$ cat config.mk
export PLATFORM = sky130hd
export DESIGN_NAME = rr_arbiter
export DESIGN_NICKNAME = d
export VERILOG_FILES = /design/src/rtl/arb_pkg.sv /design/src/rtl/rr_pick.sv /design/src/rtl/rr_arbiter.sv
export SDC_FILE = /design/constraint.sdc
export NUM_CORES = 1
export LEC_CHECK = 0
export CAP_MARGIN = 20
export CELL_PAD_IN_SITES_DETAIL_PLACEMENT = 1
export CELL_PAD_IN_SITES_GLOBAL_PLACEMENT = 1
export CORE_MARGIN = 10
export CORE_UTILIZATION = 45
export DETAILED_ROUTE_END_ITERATION = 10
export PLACE_DENSITY = 0.91
export SLEW_MARGIN = 20
export SYNTH_ARGS = -nofsm -noshare
export SYNTH_HDL_FRONTEND = slang
export SYNTH_SLANG_ARGS = --single-unit
export TNS_END_PERCENT = 5
$ cat constraint.sdc
create_clock -name clk -period 8.9 [get_ports clk]
set_clock_uncertainty 0.15 [all_clocks]
set_input_delay 1.78 -clock clk [delete_from_list [all_inputs] [get_ports clk]]
set_output_delay 1.78 -clock clk [all_outputs]
set_load 0.02 [all_outputs]
$ cat src/rtl/arb_pkg.sv
// Shared sizes, state type and default hold limit for the round-robin arbiter.
package arb_pkg;

  localparam int unsigned NUM_REQ       = 8;
  localparam int unsigned ID_W          = 3;
  localparam int unsigned MAX_HOLD_DFLT = 16;

  typedef enum logic {
    IDLE = 1'b0,
    BUSY = 1'b1
  } state_e;

endpackage

$ cat src/rtl/rr_pick.sv
// Combinational round-robin picker: first unmasked request at or above i_ptr, wrapping.
module rr_pick
  import arb_pkg::*;
(
  input  logic [NUM_REQ-1:0] i_req,
  input  logic [NUM_REQ-1:0] i_mask,
  input  logic [ID_W-1:0]    i_ptr,
  output logic [NUM_REQ-1:0] o_pick,
  output logic [ID_W-1:0]    o_idx,
  output logic               o_any
);

  logic [NUM_REQ-1:0] w_cand;
  logic [ID_W-1:0]    w_pos;
  logic [ID_W-1:0]    w_idx;
  logic               w_found;

  always_comb begin
    w_cand  = i_req & ~i_mask;
    w_pos   = '0;
    w_idx   = '0;
    w_found = 1'b0;
    for (int unsigned k = 0; k < NUM_REQ; k++) begin
      // ID_W-bit addition wraps 7 -> 0 for free
      w_pos = i_ptr + ID_W'(k);
      if (!w_found && w_cand[w_pos]) begin
        w_found = 1'b1;
        w_idx   = w_pos;
      end
    end
  end

  always_comb begin
    o_pick = '0;
    if (w_found) o_pick[w_idx] = 1'b1;
    o_idx = w_idx;
    o_any = w_found;
  end

endmodule

$ cat src/rtl/rr_arbiter.sv
// Eight-way round-robin arbiter with registered one-hot grant.
// Define ARB_TIMEOUT_EN to force a release after MAX_HOLD busy cycles.
module rr_arbiter
  import arb_pkg::*;
#(
  parameter int unsigned MAX_HOLD = MAX_HOLD_DFLT
) (
  input  logic               clk,
  input  logic               rst,
  input  logic [NUM_REQ-1:0] Req,
  input  logic               Release,
  output logic [NUM_REQ-1:0] Grant,
  output logic [ID_W-1:0]    Out,
  output logic               Valid,
  output logic               Timeout
);

  state_e             r_state, w_state_nxt;
  logic [ID_W-1:0]    r_ptr, w_ptr_nxt;
  logic [NUM_REQ-1:0] r_grant, w_grant_nxt;
  logic [ID_W-1:0]    r_out, w_out_nxt;
  logic               r_valid, w_valid_nxt;
  logic               r_timeout, w_timeout_nxt;

  logic               w_rel_norm, w_forced, w_release_ev;
  logic [NUM_REQ-1:0] w_pick_mask, w_pick;
  logic [ID_W-1:0]    w_pick_ptr, w_pick_idx;
  logic               w_pick_any;

  if (MAX_HOLD < 2 || MAX_HOLD > 255) begin : g_bad_max_hold
  end

  // In BUSY the search starts just past the holder and skips it
  assign w_pick_mask = (r_state == BUSY) ? r_grant : '0;
  assign w_pick_ptr  = (r_state == BUSY) ? r_out + ID_W'(1) : r_ptr;

  rr_pick u_pick (
    .i_req  (Req),
    .i_mask (w_pick_mask),
    .i_ptr  (w_pick_ptr),
    .o_pick (w_pick),
    .o_idx  (w_pick_idx),
    .o_any  (w_pick_any)
  );

  assign w_rel_norm   = Release || !Req[r_out];
  assign w_release_ev = (r_state == BUSY) && (w_rel_norm || w_forced);

`ifdef ARB_TIMEOUT_EN
  logic [7:0] r_hold;

  assign w_forced = (r_state == BUSY) && !w_rel_norm && (r_hold == 8'(MAX_HOLD - 1));

  always_ff @(posedge clk or posedge rst) begin
    if (rst) begin
      r_hold <= '0;
    end else if (w_pick_any && (r_state == IDLE || w_release_ev)) begin
      r_hold <= '0;
    end else if (r_state == BUSY && !w_release_ev) begin
      r_hold <= r_hold + 8'd1;
    end
  end
`else
  assign w_forced = 1'b0;
`endif

  always_ff @(posedge clk or posedge rst) begin
    if (rst) begin
      r_state <= IDLE;
    end else begin
      r_state <= w_state_nxt;
    end
  end

  always_comb begin
    w_state_nxt = r_state;
    unique case (r_state)
      IDLE:    if (w_pick_any) w_state_nxt = BUSY;
      BUSY:    if (w_release_ev && !w_pick_any) w_state_nxt = IDLE;
      default: w_state_nxt = IDLE;
    endcase
  end

  always_comb begin
    w_ptr_nxt     = r_ptr;
    w_grant_nxt   = r_grant;
    w_out_nxt     = r_out;
    w_valid_nxt   = r_valid;
    w_timeout_nxt = w_forced;
    if (w_release_ev) w_ptr_nxt = r_out + ID_W'(1);
    if (r_state == IDLE || w_release_ev) begin
      w_grant_nxt = w_pick;
      w_out_nxt   = w_pick_idx;
      w_valid_nxt = w_pick_any;
    end
  end

  always_ff @(posedge clk or posedge rst) begin
    if (rst) begin
      r_ptr     <= '0;
      r_grant   <= '0;
      r_out     <= '0;
      r_valid   <= 1'b0;
      r_timeout <= 1'b0;
    end else begin
      r_ptr     <= w_ptr_nxt;
      r_grant   <= w_grant_nxt;
      r_out     <= w_out_nxt;
      r_valid   <= w_valid_nxt;
      r_timeout <= w_timeout_nxt;
    end
  end

  assign Grant   = r_grant;
  assign Out     = r_out;
  assign Valid   = r_valid;
  assign Timeout = r_timeout;

endmodule
; Word level (Yosys, flattened, before mapping)
; Cells that the tools add are included.
[classes]
n_addsub = 8
magnitude_cmp = 11
muxes = 42
n_bitwise = 3
reduce_logical = 21
[op_table]
columns = op, count
row1 = 3-bit by 4-bit < comparator with 1-bit output (second input constant), 10
row2 = 1-bit binary-select mux with 3-bit select, 9
row3 = 3-bit 2-to-1 mux, 9
row4 = 1-bit 2-to-1 mux, 20
row5 = 8-bit 2-to-1 mux, 2
row6 = 3-bit adder (second input constant), 4
row7 = 1-bit logical AND, 10
row8 = 1-bit zero test, 9
row9 = 8-bit bitwise AND, 1
row10 = 8-bit inverter, 1
row11 = 3-bit by 1-bit adder with 3-bit output (second input constant), 2
row12 = 3-bit by 2-bit adder with 3-bit output (second input constant), 2
row13 = 1-bit demux with 3-bit select, 1
row14 = 3-bit by 1-bit >= comparator with 1-bit output (second input constant), 1
row15 = 1-bit logical OR, 2
row16 = 1-bit one-hot mux with 2 select lines, 1
row17 = 1-bit inverter, 1
[totals]
ff_bits = 16
out_inout_bits = 13
word_cells = 90

; Depth between registers and ports, before layout
[depth]
depth_word = 32
depth_mapped = 12

; Hierarchy
; Synthesis repeated with hierarchy kept, for this count alone.
[hier_totals]
cells_unflattened = 191
area_unflattened_um2 = 1926.8
[by_module_without_submodules]
columns = mod, instances, cells_per_inst, area_each_um2
row1 = rr_pick, 1, 129, 1074.8
row2 = rr_arbiter, 1, 62, 852.1

; Worst setup path after synthesis
; No wires, ideal clock.
[synth_path]
kind = input -> register
start = input port Req[3]
end = register r_out[1], in the netlist Out[1]
setup_ps = 152
arrival_ps = 3927
t_required_ps = 8598
path_slack_ps = 4671
path_stages = 9
n_path_buf = 1
cell_sequence = a21boi_1 -> inv_1 -> mux4_2 -> buf_2 -> a221oi_1 -> nor3_1 -> a31o_1 -> a221o_1 -> a21boi_1
[synth_between]
elab_chain_cells = 25
word_cells_on_any_way = 52
cone_classes = mux (33) / bitwise (1) / reduce/logical (18)
[synth_rtl]
columns = item, line_no
row1 = from (decl), rr_arbiter.sv:10  ; input logic [NUM_REQ-1:0] Req,
row2 = 8-bit bitwise AND, rr_pick.sv:19  ; w_cand = i_req & ~i_mask;
row3 = 1-bit binary-select mux with 3-bit select, rr_pick.sv:26  ; if (!w_found && w_cand[w_pos]) begin
row4 = 1-bit 2-to-1 mux (implied by the code), rr_pick.sv:26
row5 = 1-bit 2-to-1 mux, rr_pick.sv:26
row6 = 1-bit zero test, rr_pick.sv:26
row7 = 1-bit logical AND, rr_pick.sv:26
row8 = 1-bit 2-to-1 mux, rr_pick.sv:26
row9 = 1-bit zero test, rr_pick.sv:26
row10 = (+9 left out), --
row11 = 1-bit logical AND, rr_pick.sv:26
row12 = 1-bit 2-to-1 mux, rr_pick.sv:26
row13 = 1-bit zero test, rr_pick.sv:26
row14 = 1-bit logical AND, rr_pick.sv:26
row15 = 1-bit 2-to-1 mux, rr_pick.sv:26
row16 = 1-bit zero test, rr_pick.sv:26
row17 = 1-bit logical AND, rr_pick.sv:26
row18 = 3-bit 2-to-1 mux, rr_pick.sv:26
row19 = to (signal assigned), rr_arbiter.sv:108  ; r_out <= w_out_nxt;
row20 = to (decl), rr_arbiter.sv:21  ; logic [ID_W-1:0] r_out, w_out_nxt;
; Several ways; a longest one is shown, not always the timed one. The select of a mux whose other input is x is not followed.
; A chain may end at the register's enable or synchronous reset.

; Worst setup path in the final report
[layout_path]
start = input port Req[2]
end = register r_grant[0], in the netlist Grant[0]
[layout_between]
elab_chain_cells = 30
word_cells_on_any_way = 59
cone_classes = order compare (2) / mux (37) / bitwise (1) / reduce/logical (19)
[layout_rtl]
columns = item, line_no
row1 = 8-bit bitwise AND, rr_pick.sv:19
row2 = 1-bit binary-select mux with 3-bit select, rr_pick.sv:26
row3 = 1-bit 2-to-1 mux (implied by the code), rr_pick.sv:26
row4 = 1-bit 2-to-1 mux, rr_pick.sv:26
row5 = 1-bit zero test, rr_pick.sv:26
row6 = 1-bit logical AND, rr_pick.sv:26
row7 = 1-bit 2-to-1 mux, rr_pick.sv:26
row8 = 1-bit zero test, rr_pick.sv:26
row9 = (+14 left out), --
row10 = 1-bit zero test, rr_pick.sv:26
row11 = 1-bit logical AND, rr_pick.sv:26
row12 = 3-bit 2-to-1 mux, rr_pick.sv:26
row13 = 3-bit by 4-bit < comparator with 1-bit output (implied by the code) / 3-bit by 1-bit >= comparator with 1-bit output (equally long branches), rr_pick.sv:35  ; if (w_found) o_pick[w_idx] = 1'b1;
row14 = 1-bit logical AND (implied by the code), rr_pick.sv:35
row15 = 1-bit 2-to-1 mux (implied by the code), rr_pick.sv:35
row16 = 1-bit demux with 3-bit select, --
row17 = 8-bit 2-to-1 mux, rr_pick.sv:35
row18 = to (signal assigned), rr_arbiter.sv:107  ; r_grant <= w_grant_nxt;
row19 = to (decl), rr_arbiter.sv:20  ; logic [NUM_REQ-1:0] r_grant, w_grant_nxt;
; Several ways; a longest one is shown, not always the timed one. The select of a mux whose other input is x is not followed.

==> results.yml <==
cells_and_area:
  nNetsFinal: 231
  seqCellArea_um2: 400.4
  drive_above_1_share_pct: 13.43
  multi_input_area_um2: 1229
  area_growth_pct: 16.85
  fill_cells: 441
  diodes: 0
worst_hold_path:
  hp-start: "r_ptr[0]"
  min_delay_worst_endpoint: "r_ptr[0]"
  min_path_type: "register to register"
  min_delay_path_depth: 2
synthesis:
  synth_area_leaders: "dfrtp_1 (23%), mux2i_1 (8.8%), mux2_2 (7.9%)"
  yosysWarningCount: 0
  synth_ff_type: "dfrtp_1"
  yosys.area_share.simple_pct: 18.61
  ys_ff_latch: 16
  synth_xor_area_share_pct: 3.077
  synth_most_common_cell: "nand2_1"
  synthAdderAreaFrac_pct: 1.465
  synth_cell_type_count: 46
  yosysTopAreaCell: "dfrtp_1"
  syn_avg_cell_area_um2: 8.582
  synthArstFlopShare_pct: 100.0
  synthMuxAreaShare_pct: 25.93
  synth_compound_area_share_pct: 22.34
  syn_area_um2: 1708
  synth-edff-count: 0
  synth_cells: 199
  synth_top_area_share_pct: 23.44
  synthTopCellsByCount: "nand2_1 (25), dfrtp_1 (16), nor2_1 (16)"
  ys_seq_area_share_pct: 23.44
  synth_top_family_by_area: "multiplexers"
  synthesis.nets: 212
clock_tree:
  htreeDepth: 1
  path_clk_slew_ns: 0.06
  hold_buffers: 0
  clock-root-buffer: "clkbuf_8"
  clock_latency_ns: 0.25
  postCtsResizedCells: 0
  cts_tree: "done"
  cts_buffers: 3
  clkSinkCount: 16
  clk_path_buf_depth: 2
  cts_setup_buffers: 0
floorplanning:
  die_y_um: 81.61
  core_area_um2: 3661
  rows: 22
  die-area_um2: 6659
  fp.dieW_um: 81.61
  start_util_pct: 46.65
  ioPinCount: 24
routing:
  vias: 1685
  wl_um: 5558
  dr.first_iter.drc_count: 135
  viasPerCell: 6.383
  drc: 0
  first_pass_iters: 4
  wl_per_cell_um: 21.05
  ant_nets: 0
timing:
  relSlewSlack_pct: 36.87
  post-route-worst-setup-slack_ns: 3.793
  tns_ns: 0
  rsz0062_at_grt: "no"
  finalHoldViolCount: 0
  setup_violations: 0
  post-route-period-util_pct: 57.38
  worst_pin_slew_ns: 0.9207
  fin_worst_hold_slack_ns: 0.3383
  fmax_ghz: 0.1958
  fin_crit_ns: 5.107
  slew_violations: 0
worst_setup_path:
  regToRegStartpoint: "r_state"
  required_ns: 8.90
  cp-start-kind: "input pin"
  r2r_end: "Grant[0]"
  end_kind: "register"
  startpoint: "Req[2]"
  critPathKind: "input pin to register"
  worst_ep_arrival_time_ns: 5.10
  cp_max_fo: 9
  r2r_cells: 9
  ff2ff_setup_slack_ns: 4.39
placement:
  dp_slack_ns: 3.686
  gp_congestion: 0.8622
  port_buffers: 22
  dp_hpwl_um: 4335
global_routing:
  grt_pass1_vias: 1766
  grt_pass1_wl_um: 8983
  grt.overflow.total: 0
  grtUsageTotal_pct: 17.10
  grt_max_degree: 23
  grt_antenna_before_repair: 0
outcome:
  status: "finished, final reports clean"
job:
  cap_viol_max_count: 0
-- sequential cells by signal (all words and copies together) (netlist names) --
| name | cells |
|---|---|
| Grant | 8 |
| Out | 3 |
| Valid | 1 |
| r_ptr | 3 |
| r_state | 1 |
-- worst max-delay path, stage by stage --
cell	delay [ns]
clkdlybuf4s50_1	0.51
a21boi_0	0.42
mux2i_1	0.23
mux2i_4	0.34
nor2_1	0.12
a221oi_1	0.54
nor2_1	0.15
a221oi_1	0.50
a31oi_1	0.21
o31ai_1	0.30
-- layout make-up --
type / instances / area share [%]
Timing Repair Buffer: 23 / 11.41
Inverter: 10 / 1.881
Sequential cell: 16 / 20.06
Multi-Input combinational cell: 164 / 61.57
Clock buffer: 3 / 2.069
Tap cell: 48 / 3.009
-- logic make-up (layout without fill, tap and decap cells) --
kind of cell,count (synthesis),in the layout
adders and majority gates,2,2
muxes,34,34
buffers and inverters,19,36
DFF,16,16
and+or+nand+nor,68,68
other,1,1
xor gates and xnor gates,6,6
AOI/OAI and AO/OA,53,53
-- worst max-delay path by stage --
| stage | slack [ns] | cells after the start | endpoint |
|---|---|---|---|
| 4_1_cts | 3.87 | 10 | Grant[3] |
| 3_5_place_dp | 3.69 | 9 | Grant[3] |
| 5_1_grt | 3.59 | 10 | Grant[3] |
| 6_report | 3.79 | 10 | Grant[0] |
| 2_1_floorplan | 4.67 | 9 | Out[1] |
| 3_3_place_gp | 3.84 | 9 | Grant[3] |
-- per-stage QoR --
step                area [um2]  std cells  utilization [%]
finish                    1996        264            54.51
global route              1996        264            54.51
CTS                       1996        264            54.51
detailed placement        1954        261            53.38
global placement          1954        261            53.38
floorplan                 1708        199                -
-- cells in the final DEF, fill, tap and decap left out, types with 6 or more instances in the layout --
master	instances
nor2_1	16
clkdlybuf4s50_1	22
nand2_1	25
o31ai_1	8
dfrtp_1	16
mux2_2	12
nand3_1	6
mux2i_1	15
inv_1	9
a21boi_1	6
a21oi_1	8
a221oi_1	6
-- per-layer routing --
metal / GRT usage [%] / share of wire (%)
met5: 0 / 0
met2: 31.44 / 52
met1: 19.35 / 40
met3: 2.620 / 5.2
met4: 6.633 / 2.1
Power is not shown: default switching activity piles up to over one toggle a cycle in this logic, so the estimate is an artifact.
